===== config.mk =====
export PLATFORM = sky130hd
export DESIGN_NAME = pipe_stage_reg
export DESIGN_NICKNAME = d
export VERILOG_FILES = /design/src/rtl/pipe_pkg.sv /design/src/rtl/pipe_stage_reg.sv
export SDC_FILE = /design/constraint.sdc
export NUM_CORES = 1
export LEC_CHECK = 0
export ABC_AREA = 1
export ABC_CLOCK_PERIOD_IN_PS = 2000
export CAP_MARGIN = 5
export CORE_MARGIN = 1.5
export CORE_UTILIZATION = 45
export DETAILED_ROUTE_END_ITERATION = 7
export GPL_TIMING_DRIVEN = 0
export PLACE_DENSITY = 0.72
export RECOVER_POWER = 50
export SLEW_MARGIN = 15
export SYNTH_ARGS = -nofsm -noshare
export SYNTH_HDL_FRONTEND = slang
export SYNTH_SLANG_ARGS = --single-unit

===== constraint.sdc =====
create_clock -name clk -period 2 [get_ports clk]
set_input_delay 0.2 -clock clk [delete_from_list [all_inputs] [get_ports clk]]
set_output_delay 0.2 -clock clk [all_outputs]
set_load 0.03 [all_outputs]

===== src/rtl/pipe_pkg.sv =====
// Shared definitions for pipeline stage registers: occupancy states, payload widths
// and the per-boundary control encodings loaded into bubbles.
package pipe_pkg;

    typedef enum logic [1:0] {
        OCC_EMPTY = 2'd0,
        OCC_ONE   = 2'd1,
        OCC_FULL  = 2'd2
    } occ_state_e;

    localparam int PIPE_DATA_W = 160;
    localparam int PIPE_CTRL_W = 16;

    // All-zero control decodes to no register write and no memory access at every boundary
    localparam logic [PIPE_CTRL_W-1:0] CTRL_NOP_IFID  = '0;
    localparam logic [PIPE_CTRL_W-1:0] CTRL_NOP_IDEX  = '0;
    localparam logic [PIPE_CTRL_W-1:0] CTRL_NOP_EXMEM = '0;
    localparam logic [PIPE_CTRL_W-1:0] CTRL_NOP_MEMWB = '0;

    function automatic logic [1:0] occ_count(input occ_state_e s);
        case (s)
            OCC_ONE:  return 2'd1;
            OCC_FULL: return 2'd2;
            default:  return 2'd0;
        endcase
    endfunction

endpackage


===== src/rtl/pipe_stage_reg.sv =====
// Pipeline stage register with valid/ready handshake, flush-to-bubble and an optional
// 2-entry skid buffer that keeps the upstream ready path registered.
//
//  state     | meaning
//  OCC_EMPTY | no entry held; outputs show a bubble
//  OCC_ONE   | main slot holds the oldest entry
//  OCC_FULL  | main and skid both hold entries (SKID=1 only); input stalled
import pipe_pkg::*;

module pipe_stage_reg #(
    parameter int                 DATA_W   = PIPE_DATA_W,
    parameter int                 CTRL_W   = PIPE_CTRL_W,
    parameter logic [CTRL_W-1:0]  CTRL_NOP = '0,
    parameter int                 SKID     = 1
) (
    input  logic              clk,
    input  logic              rst,
    input  logic              flush,
    input  logic              in_valid,
    output logic              in_ready,
    input  logic [DATA_W-1:0] in_data,
    input  logic [CTRL_W-1:0] in_ctrl,
    output logic              out_valid,
    input  logic              out_ready,
    output logic [DATA_W-1:0] out_data,
    output logic [CTRL_W-1:0] out_ctrl,
    output logic [1:0]        occ
);

    occ_state_e        r_state;
    logic [DATA_W-1:0] r_main_data;
    logic [CTRL_W-1:0] r_main_ctrl;
    logic [DATA_W-1:0] r_skid_data;
    logic [CTRL_W-1:0] r_skid_ctrl;
    logic              r_in_ready;

    occ_state_e        w_state_nxt;
    logic [DATA_W-1:0] w_main_data_nxt;
    logic [CTRL_W-1:0] w_main_ctrl_nxt;
    logic [DATA_W-1:0] w_skid_data_nxt;
    logic [CTRL_W-1:0] w_skid_ctrl_nxt;
    logic              w_in_ready;
    logic              w_in_ready_nxt;
    logic              w_in_fire;
    logic              w_out_fire;
    logic              w_out_valid;

    always_comb begin
        w_out_valid     = (r_state != OCC_EMPTY);
        // Without the skid slot, a held entry leaving this cycle frees the only slot
        w_in_ready      = (SKID != 0) ? r_in_ready : (!w_out_valid || out_ready);
        w_in_fire       = in_valid && w_in_ready;
        w_out_fire      = w_out_valid && out_ready;

        w_state_nxt     = r_state;
        w_main_data_nxt = r_main_data;
        w_main_ctrl_nxt = r_main_ctrl;
        w_skid_data_nxt = r_skid_data;
        w_skid_ctrl_nxt = r_skid_ctrl;

        if (flush) begin
            w_state_nxt     = OCC_EMPTY;
            w_main_data_nxt = '0;
            w_main_ctrl_nxt = CTRL_NOP;
            w_skid_data_nxt = '0;
            w_skid_ctrl_nxt = CTRL_NOP;
        end else begin
            case (r_state)
                OCC_EMPTY: begin
                    if (w_in_fire) begin
                        w_state_nxt     = OCC_ONE;
                        w_main_data_nxt = in_data;
                        w_main_ctrl_nxt = in_ctrl;
                    end
                end
                OCC_ONE: begin
                    if (w_in_fire && w_out_fire) begin
                        w_main_data_nxt = in_data;
                        w_main_ctrl_nxt = in_ctrl;
                    end else if (w_in_fire && (SKID != 0)) begin
                        w_state_nxt     = OCC_FULL;
                        w_skid_data_nxt = in_data;
                        w_skid_ctrl_nxt = in_ctrl;
                    end else if (w_out_fire) begin
                        w_state_nxt     = OCC_EMPTY;
                        w_main_data_nxt = '0;
                        w_main_ctrl_nxt = CTRL_NOP;
                    end
                end
                OCC_FULL: begin
                    if (w_out_fire) begin
                        w_state_nxt     = OCC_ONE;
                        w_main_data_nxt = r_skid_data;
                        w_main_ctrl_nxt = r_skid_ctrl;
                        w_skid_data_nxt = '0;
                        w_skid_ctrl_nxt = CTRL_NOP;
                    end
                end
                default: begin
                    w_state_nxt     = OCC_EMPTY;
                    w_main_data_nxt = '0;
                    w_main_ctrl_nxt = CTRL_NOP;
                    w_skid_data_nxt = '0;
                    w_skid_ctrl_nxt = CTRL_NOP;
                end
            endcase
        end

        w_in_ready_nxt = (w_state_nxt != OCC_FULL);
    end

    always_ff @(posedge clk or negedge rst) begin
        if (!rst) begin
            r_state     <= OCC_EMPTY;
            r_main_data <= '0;
            r_main_ctrl <= CTRL_NOP;
            r_skid_data <= '0;
            r_skid_ctrl <= CTRL_NOP;
            r_in_ready  <= 1'b1;
        end else begin
            r_state     <= w_state_nxt;
            r_main_data <= w_main_data_nxt;
            r_main_ctrl <= w_main_ctrl_nxt;
            r_skid_data <= w_skid_data_nxt;
            r_skid_ctrl <= w_skid_ctrl_nxt;
            r_in_ready  <= w_in_ready_nxt;
        end
    end

    assign in_ready  = w_in_ready;
    assign out_valid = w_out_valid;
    assign out_data  = r_main_data;
    assign out_ctrl  = r_main_ctrl;
    assign occ       = occ_count(r_state);

endmodule


==> results.py, run 1 <==
metrics = {
    "run": {
        "cap_violations": 0,
    },
    "die": {
        "die_w_um": 210.4,
        "coreArea_mm2": 0.04223,
        "start_util_pct": 45.84,
        "dieArea_mm2": 0.04427,
        "die_h_um": 210.4,
        "row_count": 75,
        "ios": 361,
    },
    "detailed_routing": {
        "antenna_left": 0,
        "drt-initial-drc-count": 1615,
        "avgRoutedWirePerCell_um": 16.23,
        "finalWirelength_um": 63760,
        "dr_total_vias": 19926,
        "drt_first_pass_iters": 5,
        "vias_per_cell": 5.073,
        "drc": 0,
    },
    "synth": {
        "yosys-top-cells-area": "dfrtp_1 (46%), nand2_1 (30%), nand3_1 (10%)",
        "syn_area_per_cell_um2": 6.577,
        "yosysUniqueCellTypes": 19,
        "synth.net_count": 3124,
        "yosysWarnings": 0,
        "synth_top_area_cell": "dfrtp_1",
        "synth_top_area_share_pct": 45.76,
        "mappedNetlistArea_mm2": 0.01936,
        "seq_area_frac_synth_pct": 45.90,
        "syn_inst": 2943,
        "ys_ff_latch": 355,
    },
    "placed_design": {
        "gp_congestion": 0.8978,
        "portBuffers": 360,
        "hpwlAfterDp_um": 45440,
    },
    "worst_setup_path": {
        "required_ns": 2.50,
        "cp-start-kind": "register",
        "path_common_cell": "nand2_1",
        "slowest_delay_ns": 0.54,
        "crit_fanout": 10,
        "arrival_ns": 2.42,
        "ff2ff_setup_slack_ns": 0.09,
        "cp_cell_sequence": "nand3_1 > nand2_1 > clkbuf_4 > buf_1 > nand2_1 > nand2_1 > nand2_1 > nand2_1",
        "cp-end-kind": "register",
        "worst_path_max_delay_cell": "dfstp_2",
        "worstSetupPathType": "register to register",
    },
    "power_and_ir_drop": {
        "p_leak_nw": 14.30,
        "p_per_area_mw_per_mm2": 807.3,
        "vdd_ir_drop_max_v": 0.0006768,
        "power.total_mw": 20.40,
    },
    "global_route": {
        "antenna_found_initial": 11,
        "overflow": 0,
        "grt_pass1_wl_um": 102100,
        "grt_usage_pct": 28.96,
        "grt_pass1_vias": 19626,
        "grt_max_degree": 100,
    },
    "clock_tree": {
        "cts.sinks": 355,
        "cts_tree": "yes",
        "clk_latency_ns": 0.58,
        "clock_tree.root_cell": "clkbuf_16",
        "ctsHtreeMaxLevel": 2,
        "clockBufferDepth": 3,
        "numCtsBuffers": 42,
        "path_clk_slew_ns": 0.06,
    },
    "timing": {
        "finalSetupTns_ns": 0,
        "timing.final.crit_period_ns": 1.911,
        "fin_skew_ns": 0.02323,
        "slew_headroom_pct": 53.50,
        "worstMarginPinSlew_ns": 0.6975,
        "min_period_over_period_pct": 95.53,
        "setup_viol": 0,
        "max_freq_ghz": 0.5234,
        "rsz0062_at_grt": "no",
        "finalHoldViolCount": 0,
        "slew_viol_final": 0,
    },
    "run_status": {
        "run_status": "finished clean",
    },
    "final_layout": {
        "syn_to_final_growth_pct": 30.53,
        "final_layout_size_suffix_gt1_share_pct": 7.447,
        "nNetsFinal": 3536,
    },
    "hold_path": {
        "hold_path.class": "primary input to asynchronous set/reset pin",
    },
}
==> cells by family after synthesis <==
logic type	Yosys count	synth area share, %
AOI/OAI and AO/OA	2	0.07108
buffers and inverters	396	8.674
DFF	355	45.90
and+or+nand+nor	2190	45.36
==> cell usage after synthesis, drive strengths merged <==
master / count
a21oi: 2
buf: 168
clkbuf: 43
dfrtp: 354
dfstp: 1
inv: 185
nand2: 1533
nand3: 405
nor2: 226
nor3: 26
==> flip-flops by register name, indices dropped and copies added, names as in the netlist <==
register	count
out_data	160
r_skid_data	160
out_ctrl	16
r_skid_ctrl	16
r_state	2
in_ready	1
==> critical path: cells and delay by family (launching register included) <==
kind | cells | cell delay, ns
simple gates | 6 | 0.59
flops | 1 | 0.54
buf+inv | 2 | 0.70
==> final cells by class <==
cell class              count  area (um2)
inverters                 185       696.9
plain buffers             210        1079
flip-flops and latches    355        8885
multi-input cells        2192        8816
well taps                 539       674.4
clock buffers              66        1315
clock inverters             7       71.32
repair buffers            369        3717
diodes                      5       12.51
fillers                  3967       16960
==> worst paths after layout <==
kind | start | end | depth (start not counted)
max | in_ready | out_data[125] | 8
min | rst | out_data[67] | 2
max reg2reg | in_ready | out_data[125] | 8
min reg2reg | r_skid_data[68] | r_skid_data[68] | 2
max in group asynchronous | rst | r_skid_data[152] | 4
min in group clk | in_data[15] | r_skid_data[15] | 5
==> report_power, final <==
group / switching (mW) / internal, mW
Sequential: 0.315 / 7.74
Combinational: 2.99 / 1.63
Clock: 3.10 / 4.62
==> layer usage <==
layer,global-route usage [%],share of wire [%]
met3,7.017,8.1
met2,47.57,47
met4,10.27,3.3
met1,37.31,42
met5,0,0.12
==> cells in the final DEF (no fill, tap or decap), types with 2 or more instances in the layout <==
| cell type | Yosys | final |
|---|---|---|
| dfrtp_1 | 354 | 354 |
| diode_2 | 0 | 5 |
| nor2_4 | 1 | 3 |
| nand2_1 | 1532 | 1530 |
| buf_12 | 0 | 2 |
| clkdlybuf4s50_1 | 0 | 278 |
| buf_4 | 3 | 12 |
| dlygate4sd3_1 | 0 | 78 |
| nand2_2 | 1 | 2 |
| clkbuf_4 | 0 | 15 |
| buf_1 | 22 | 11 |
| clkbuf_1 | 43 | 46 |
| buf_2 | 143 | 128 |
| clkbuf_16 | 0 | 45 |
| buf_16 | 0 | 2 |
| inv_1 | 181 | 181 |
| nor3_1 | 26 | 26 |
| clkbuf_8 | 0 | 11 |
| inv_2 | 3 | 3 |
| nand3_1 | 404 | 404 |
| nor2_1 | 223 | 222 |
| clkinv_2 | 0 | 2 |
| clkinvlp_4 | 0 | 3 |
| clkbuf_2 | 0 | 12 |
| buf_6 | 0 | 3 |
==> stage by stage <==
stage | utilization (%) | cell area (um2) | worst slack [ns] | hold WS (ns) | instances
floorplan | - | 19360 | 0.3282 | -0.09559 | 2943
global placement | 55.97 | 23640 | -14.88 | 0.4529 | 3842
detailed placement | 56.18 | 23720 | -0.6282 | 0.2076 | 3845
CTS | 59.59 | 25160 | 0.001269 | 0.2058 | 3918
global route | 59.81 | 25260 | 0.005982 | 0.2479 | 3924
finish | 59.83 | 25270 | 0.08936 | 0.2051 | 3928
==> repair_timing <==
action | CTS | global route
setup buffers | 0 | 5
pin swaps | 1 | 1
hold endpoints to repair | 76 | 0
endpoints found under the setup margin | 249 | 311
resized for setup | 35 | 38
gates cloned | 0 | 0
hold buffers | 1 | 0
Note: power is estimated with default switching activity, not from simulation.
==> run 2: changes to the inputs <==
- CORE_ASPECT_RATIO: unset -> 1.25
- CORE_MARGIN: 1.5 -> unset
- SLEW_MARGIN: 15 -> 25
==> results.py, run 2 (synthesized netlist as in run 1, its figures left out) <==
metrics = {
    "final_layout": {
        "nNetsFinal": 3535,
        "register_area_mm2": 0.008885,
        "layout_commonest_cell": "nand2_1",
        "num-fill-cells": 4025,
        "final_cell_mix": "nand2_1 (1,530), nand3_1 (404), dfrtp_1 (354)",
        "multi_input_area_mm2": 0.008811,
        "final_layout_size_suffix_gt1_share_pct": 7.572,
        "syn_to_final_growth_pct": 30.03,
        "utilization_pct": 59.57,
    },
    "timing": {
        "finalSetupTns_ns": 0,
        "rsz0062_at_grt": "no",
        "min_period_over_period_pct": 97.30,
        "timing.final.crit_period_ns": 1.946,
        "max_freq_ghz": 0.5139,
        "slew_headroom_pct": 23.83,
        "slew_viol_final": 0,
        "setup_viol": 0,
        "fin_skew_ns": 0.01827,
        "finalHoldViolCount": 0,
        "worstMarginPinSlew_ns": 1.143,
    },
    "detailed_routing": {
        "drt_first_pass_iters": 7,
        "avgRoutedWirePerCell_um": 16.06,
        "antenna_left": 0,
        "dr_total_vias": 20003,
        "drc": 0,
        "finalWirelength_um": 63370,
        "vias_per_cell": 5.069,
        "drt-initial-drc-count": 1340,
    },
    "clock_tree": {
        "clk_latency_ns": 0.55,
        "clock_tree.root_cell": "clkbuf_16",
        "ctsHtreeMaxLevel": 2,
        "cts.sinks": 355,
        "cts_tree": "yes",
        "clockBufferDepth": 3,
        "path_clk_slew_ns": 0.07,
        "numCtsBuffers": 39,
    },
    "power_and_ir_drop": {
        "vdd_ir_drop_max_v": 0.0005747,
        "switching_power_mw": 6.400,
        "swShare_pct": 32.03,
        "clkPwrFrac_pct": 36.6,
        "p_leak_nw": 14.25,
        "seqPwrFrac_pct": 40.3,
        "internal-power_mw": 13.58,
        "combPwrFrac_pct": 23.1,
        "p_per_area_mw_per_mm2": 793.9,
    },
    "die": {
        "ios": 361,
        "coreArea_mm2": 0.04225,
        "dieArea_mm2": 0.04385,
        "die_h_um": 233.9,
        "start_util_pct": 45.82,
        "die_w_um": 187.5,
        "row_count": 84,
    },
    "worst_setup_path": {
        "ff2ff_setup_slack_ns": 0.08,
        "cp-end-kind": "output pin",
        "worstSetupPathType": "register to output pin",
        "cpLargestDelayFamily": "buffers and inverters",
        "worstSetupStartpoint": "r_state[0]",
        "r2r-start": "r_state[1]",
        "crit_fanout": 7,
        "slowest_delay_ns": 0.43,
        "cp-start-kind": "register",
        "arrival_ns": 1.75,
        "path_buf_inv": 3,
        "cp_cell_sequence": "buf_4 > inv_4 > nand2_1 > clkdlybuf4s15_1",
        "required_ns": 1.80,
        "worst_path_max_delay_cell": "clkdlybuf4s15_1",
        "cp.depth": 4,
        "endpoint": "out_valid",
        "r2r_cells": 9,
        "rr_endpoint": "out_data[88]",
    },
    "run": {
        "cap_violations": 0,
    },
    "placed_design": {
        "hpwlAfterDp_um": 45600,
        "portBuffers": 360,
        "gp_congestion": 0.8967,
    },
    "hold_path": {
        "hold_path.class": "primary input to asynchronous set/reset pin",
    },
    "global_route": {
        "overflow": 0,
        "grt_pass1_wl_um": 99300,
        "antenna_found_initial": 10,
        "grt_pass1_vias": 19191,
        "grt_max_degree": 94,
        "grt_usage_pct": 28.47,
    },
    "run_status": {
        "run_status": "finished clean",
    },
}
run 2: cell count changes in the layout (fill, tap and decap cells not counted), sizes merged, moves of 3 or more:
cell and change:
clkbuf -16, clkinv +4, inv +4, buf +3
run 2: layout make-up:
| cell class | count | area share [%] |
|---|---|---|
| Sequential cell | 355 | 35.30 |
| Multi-Input combinational cell | 2192 | 35.01 |
| Timing Repair Buffer | 371 | 14.74 |
| Clock buffer | 52 | 4.469 |
| Buffer | 210 | 4.260 |
| Tap cell | 559 | 2.779 |
| Inverter | 185 | 2.769 |
| Clock inverter | 16 | 0.6164 |
| Antenna cell | 6 | 0.05965 |
run 2: worst register-to-register path: cells and delay by family, from the launching register on:
family	cells	cell delay [ns]
buffers and inverters	4	1.03
and+or+nand+nor	5	0.43
DFF	1	0.40
run 2: power by group through the flow:
stage          logic (mW)  registers (mW)  clock network [mW]
2_1_floorplan        1.85            8.84                   0
3_3_place_gp         4.53            8.18                   0
3_5_place_dp         4.61            8.17                   0
4_1_cts              4.66            8.05                7.45
5_1_grt              5.04            8.10                7.69
6_report             4.61            8.05                7.32
run 2: worst min-delay path by stage:
stage	from	endpoint	cells past startpoint
floorplan	rst	out_ctrl[0]	0
global placement	r_skid_data[112]	r_skid_data[112]	2
detailed placement	rst	r_skid_data[62]	1
CTS	rst	r_skid_data[61]	2
global route	rst	r_skid_data[61]	2
finish	rst	r_skid_data[62]	2
run 2: what timing repair did:
action                                  CTS  global route
pin swaps                                 2             1
hold buffers                              1             0
endpoints found under the hold margin   185             0
setup buffers                             0             6
gates resized for setup                  35            36
endpoints found under the setup margin  318           302
run 2: metrics by stage:
stage	hold slack (ns)	total power [mW]	cell area, um2	setup slack, ns	cells
2_1_floorplan	-0.09559	10.69	19360	0.3282	2943
3_3_place_gp	0.4535	12.70	23660	-14.80	3862
3_5_place_dp	0.1284	12.79	23780	-0.6016	3866
4_1_cts	0.1438	20.16	25100	0.002979	3934
5_1_grt	0.1587	20.83	25160	0.003872	3942
6_report	0.1409	19.98	25170	0.05406	3946
run 2: layer usage:
metal  global-route usage, %  vias to the layer above  routed length [um]
met2                   49.13                      685               31130
li1                        -                     9789                   -
met5                       0                        -                  63
met1                   34.90                     9385               25220
met3                   6.405                      134                4973
met4                   10.49                       10                1980
==> edit, RTL diff (flow settings as in run 1) <==
Change the package constant `PIPE_DATA_W` from 160 to 80.
--- a/src/rtl/pipe_pkg.sv
+++ b/src/rtl/pipe_pkg.sv
@@ -8,7 +8,7 @@
         OCC_FULL  = 2'd2
     } occ_state_e;
 
-    localparam int PIPE_DATA_W = 160;
+    localparam int PIPE_DATA_W = 80;
     localparam int PIPE_CTRL_W = 16;
 
     // All-zero control decodes to no register write and no memory access at every boundary
Ports: changed (resized in_data and out_data); port bits go from 361 to 201. No check against the original RTL was run, so the function may have changed too.
==> edit against run 1 <==
  * Routed wire length shrank 50%
  * First-iteration DRC count shrank 50%
  * Sequential power shrank 45%
  * Area after synthesis shrank 46%
  * Sequential cell count shrank 160
  * Cell area shrank 46%
  * Utilization shrank 0.14 points
  * Clock skew shrank 0.014 ns
  * Power shrank 49%
  * Final cell count shrank 45%
  * Setup slack gained 0.0068 ns
  * Largest cell class unchanged
  * Highest routed layer is now met4
==> edit: results (changes against run 1) <==
| Metric | Value |
|---|---|
| Status | `complete, no violations (unchanged)` |
| Critical Path Start | `r_state[0] (was in_ready)` |
| FF-to-FF End | `r_skid_data[49] (was out_data[125])` |
| Starting DRC count in detailed routing | `803 (was 1615)` |
| Crit path to | `occ[0] (was out_data[125])` |
| Synth cell types | `15 (was 19)` |
| Fill cells | `2191 (was 3967)` |
| Hold Path Class | `in2async (unchanged)` |
| H-tree depth | `4 (was 2)` |
| Nets | `1916 (was 3536)` |
| Clock buffer depth | `2 (was 3)` |
| Synth Warn # | `0 (unchanged)` |
| CTS resizes | `20 (was 35)` |
| Root Driver | `clkbuf_16 (unchanged)` |
| Clock latency on the worst-skew pair | `0.44 ns (was 0.58 ns)` |
| Vias in the first global route | `10300 (was 19600)` |
| CP max FO | `19 (was 10)` |
| Post-synthesis async set-or-reset flop share | `100% (unchanged)` |
| First-pass iteration count of the detailed router | `5 (unchanged)` |
| Worst path arrival time | `1.70 ns (was 2.42 ns)` |
| Worst reg-to-reg path cell count | `8 (unchanged)` |
| Largest net degree at the start of global routing | `104 (was 100)` |
| Commonest cells in the netlist | `nand2_1 (830), nand3_1 (198), dfrtp_1 (194) (was nand2_1 (1532), nand3_1 (404), dfrtp_1 (354))` |
| LEAKAGE | `7.64 nW (was 14.3 nW)` |
| Maximum vdd ir drop | `558 uV (was 677 uV)` |
| N_diodes | `0 (was 5)` |
| Total track usage | `27.1% (was 29.0%)` |
| Vias | `10800 (was 19900)` |
| Initial antenna violation count | `0 (was 11)` |
| Layout cell share with drive strength beyond 1 | `5.63% (was 7.45%)` |
| Worst R2R Start | `r_state[1] (was in_ready)` |
| Post-CTS Setup Repair Bufs | `0 (unchanged)` |
| Max Clock Skew | `0.00931 ns (was 0.0232 ns)` |
| Reg2reg setup slack | `a little under 0.1 ns` |
| I/O Buffers | `200 (was 360)` |
| Mapped Nets | `1696 (was 3124)` |
| DPL Wire Length | `22400 um (was 45400 um)` |
| TritonCTS Buffers | `17 (was 42)` |
| Routability cong. | `0.852 (was 0.898)` |
| Top area cells in the synthesized netlist | `dfrtp_1 (46%), nand2_1 (30%), nand3_1 (9.4%), nor2_1 (4.5%), inv_1 (3.6%) (was dfrtp_1 (46%), nand2_1 (30%), nand3_1 (10%), nor2_1 (4.3%), buf_2 (3.7%))` |
| Post-CTS Hold Fix Bufs | `1 (unchanged)` |
| First-pass GRT wire length | `52200 um (was 102000 um)` |
| WL final | `32000 um (was 63800 um)` |
| Post-placement cell area | `12900 um^2 (was 23700 um^2)` |
| Max_slew headroom | `50.7% (was 53.5%)` |
| Register area share after synthesis | `46.4% (was 45.9%)` |
| Worst-path clk slew | `0.07 ns` |
[edit: report_power, final]
group	switching, W	leakage, nW	total [W]	internal (W)
combinational	0.00159	4.73	0.00246	0.000867
clock	0.00163	0.283	0.00353	0.00190
sequential	0.000173	2.63	0.00442	0.00424
[edit: routing by layer]
metal,routed length (um),GRT usage (%),vias to the layer above,share of wire (%)
met5,0,0,-,0
met4,841,10.0,0,2.6
met3,2030,4.78,61,6.3
met2,14700,43.0,374,46
met1,14500,37.2,5039,45
li1,-,-,5292,-
[edit: layout make-up]
| cell class | count | area (um^2) | area share, % |
|---|---|---|---|
| plain buffers | 107 | 522 | 3.84 |
| multi-input cells | 1186 | 4770 | 35.1 |
| inverters | 106 | 398 | 2.93 |
| flip-flops and latches | 195 | 4880 | 35.9 |
| clock inverters | 13 | 148 | 1.09 |
| well taps | 313 | 392 | 2.88 |
| repair buffers | 202 | 2040 | 15.0 |
| clock buffers | 19 | 443 | 3.26 |
[edit: kinds of logic (layout without fill, tap and decap cells)]
group	Yosys count	in the layout	synth area share, %
buffers and inverters	214	447	8.53
and+or+nand+nor	1184	1184	45.0
DFF	195	195	46.4
AOI/OAI and AO/OA	2	2	0.0952
[edit: stage by stage]
stage | utilization (%) | setup WS, ns | hold WS (ns) | std cells | power (W)
finish | 59.7 | 0.0962 | 0.359 | 2141 | 0.0104
global route | 59.7 | 0.00123 | 0.411 | 2141 | 0.0109
CTS | 59.5 | -0.0243 | 0.407 | 2141 | 0.0105
detailed placement | 56.8 | -0.365 | 0.277 | 2109 | 0.00696
global placement | 56.7 | -7.67 | 0.454 | 2108 | 0.00692
floorplan | - | 0.350 | -0.0956 | 1595 | 0.00584
[edit: critical path: stages (launching register included)]
cell and delay, ns:
dfrtp_2 0.47, inv_2 0.10, nor2_2 0.17, buf_4 0.29, buf_4 0.22
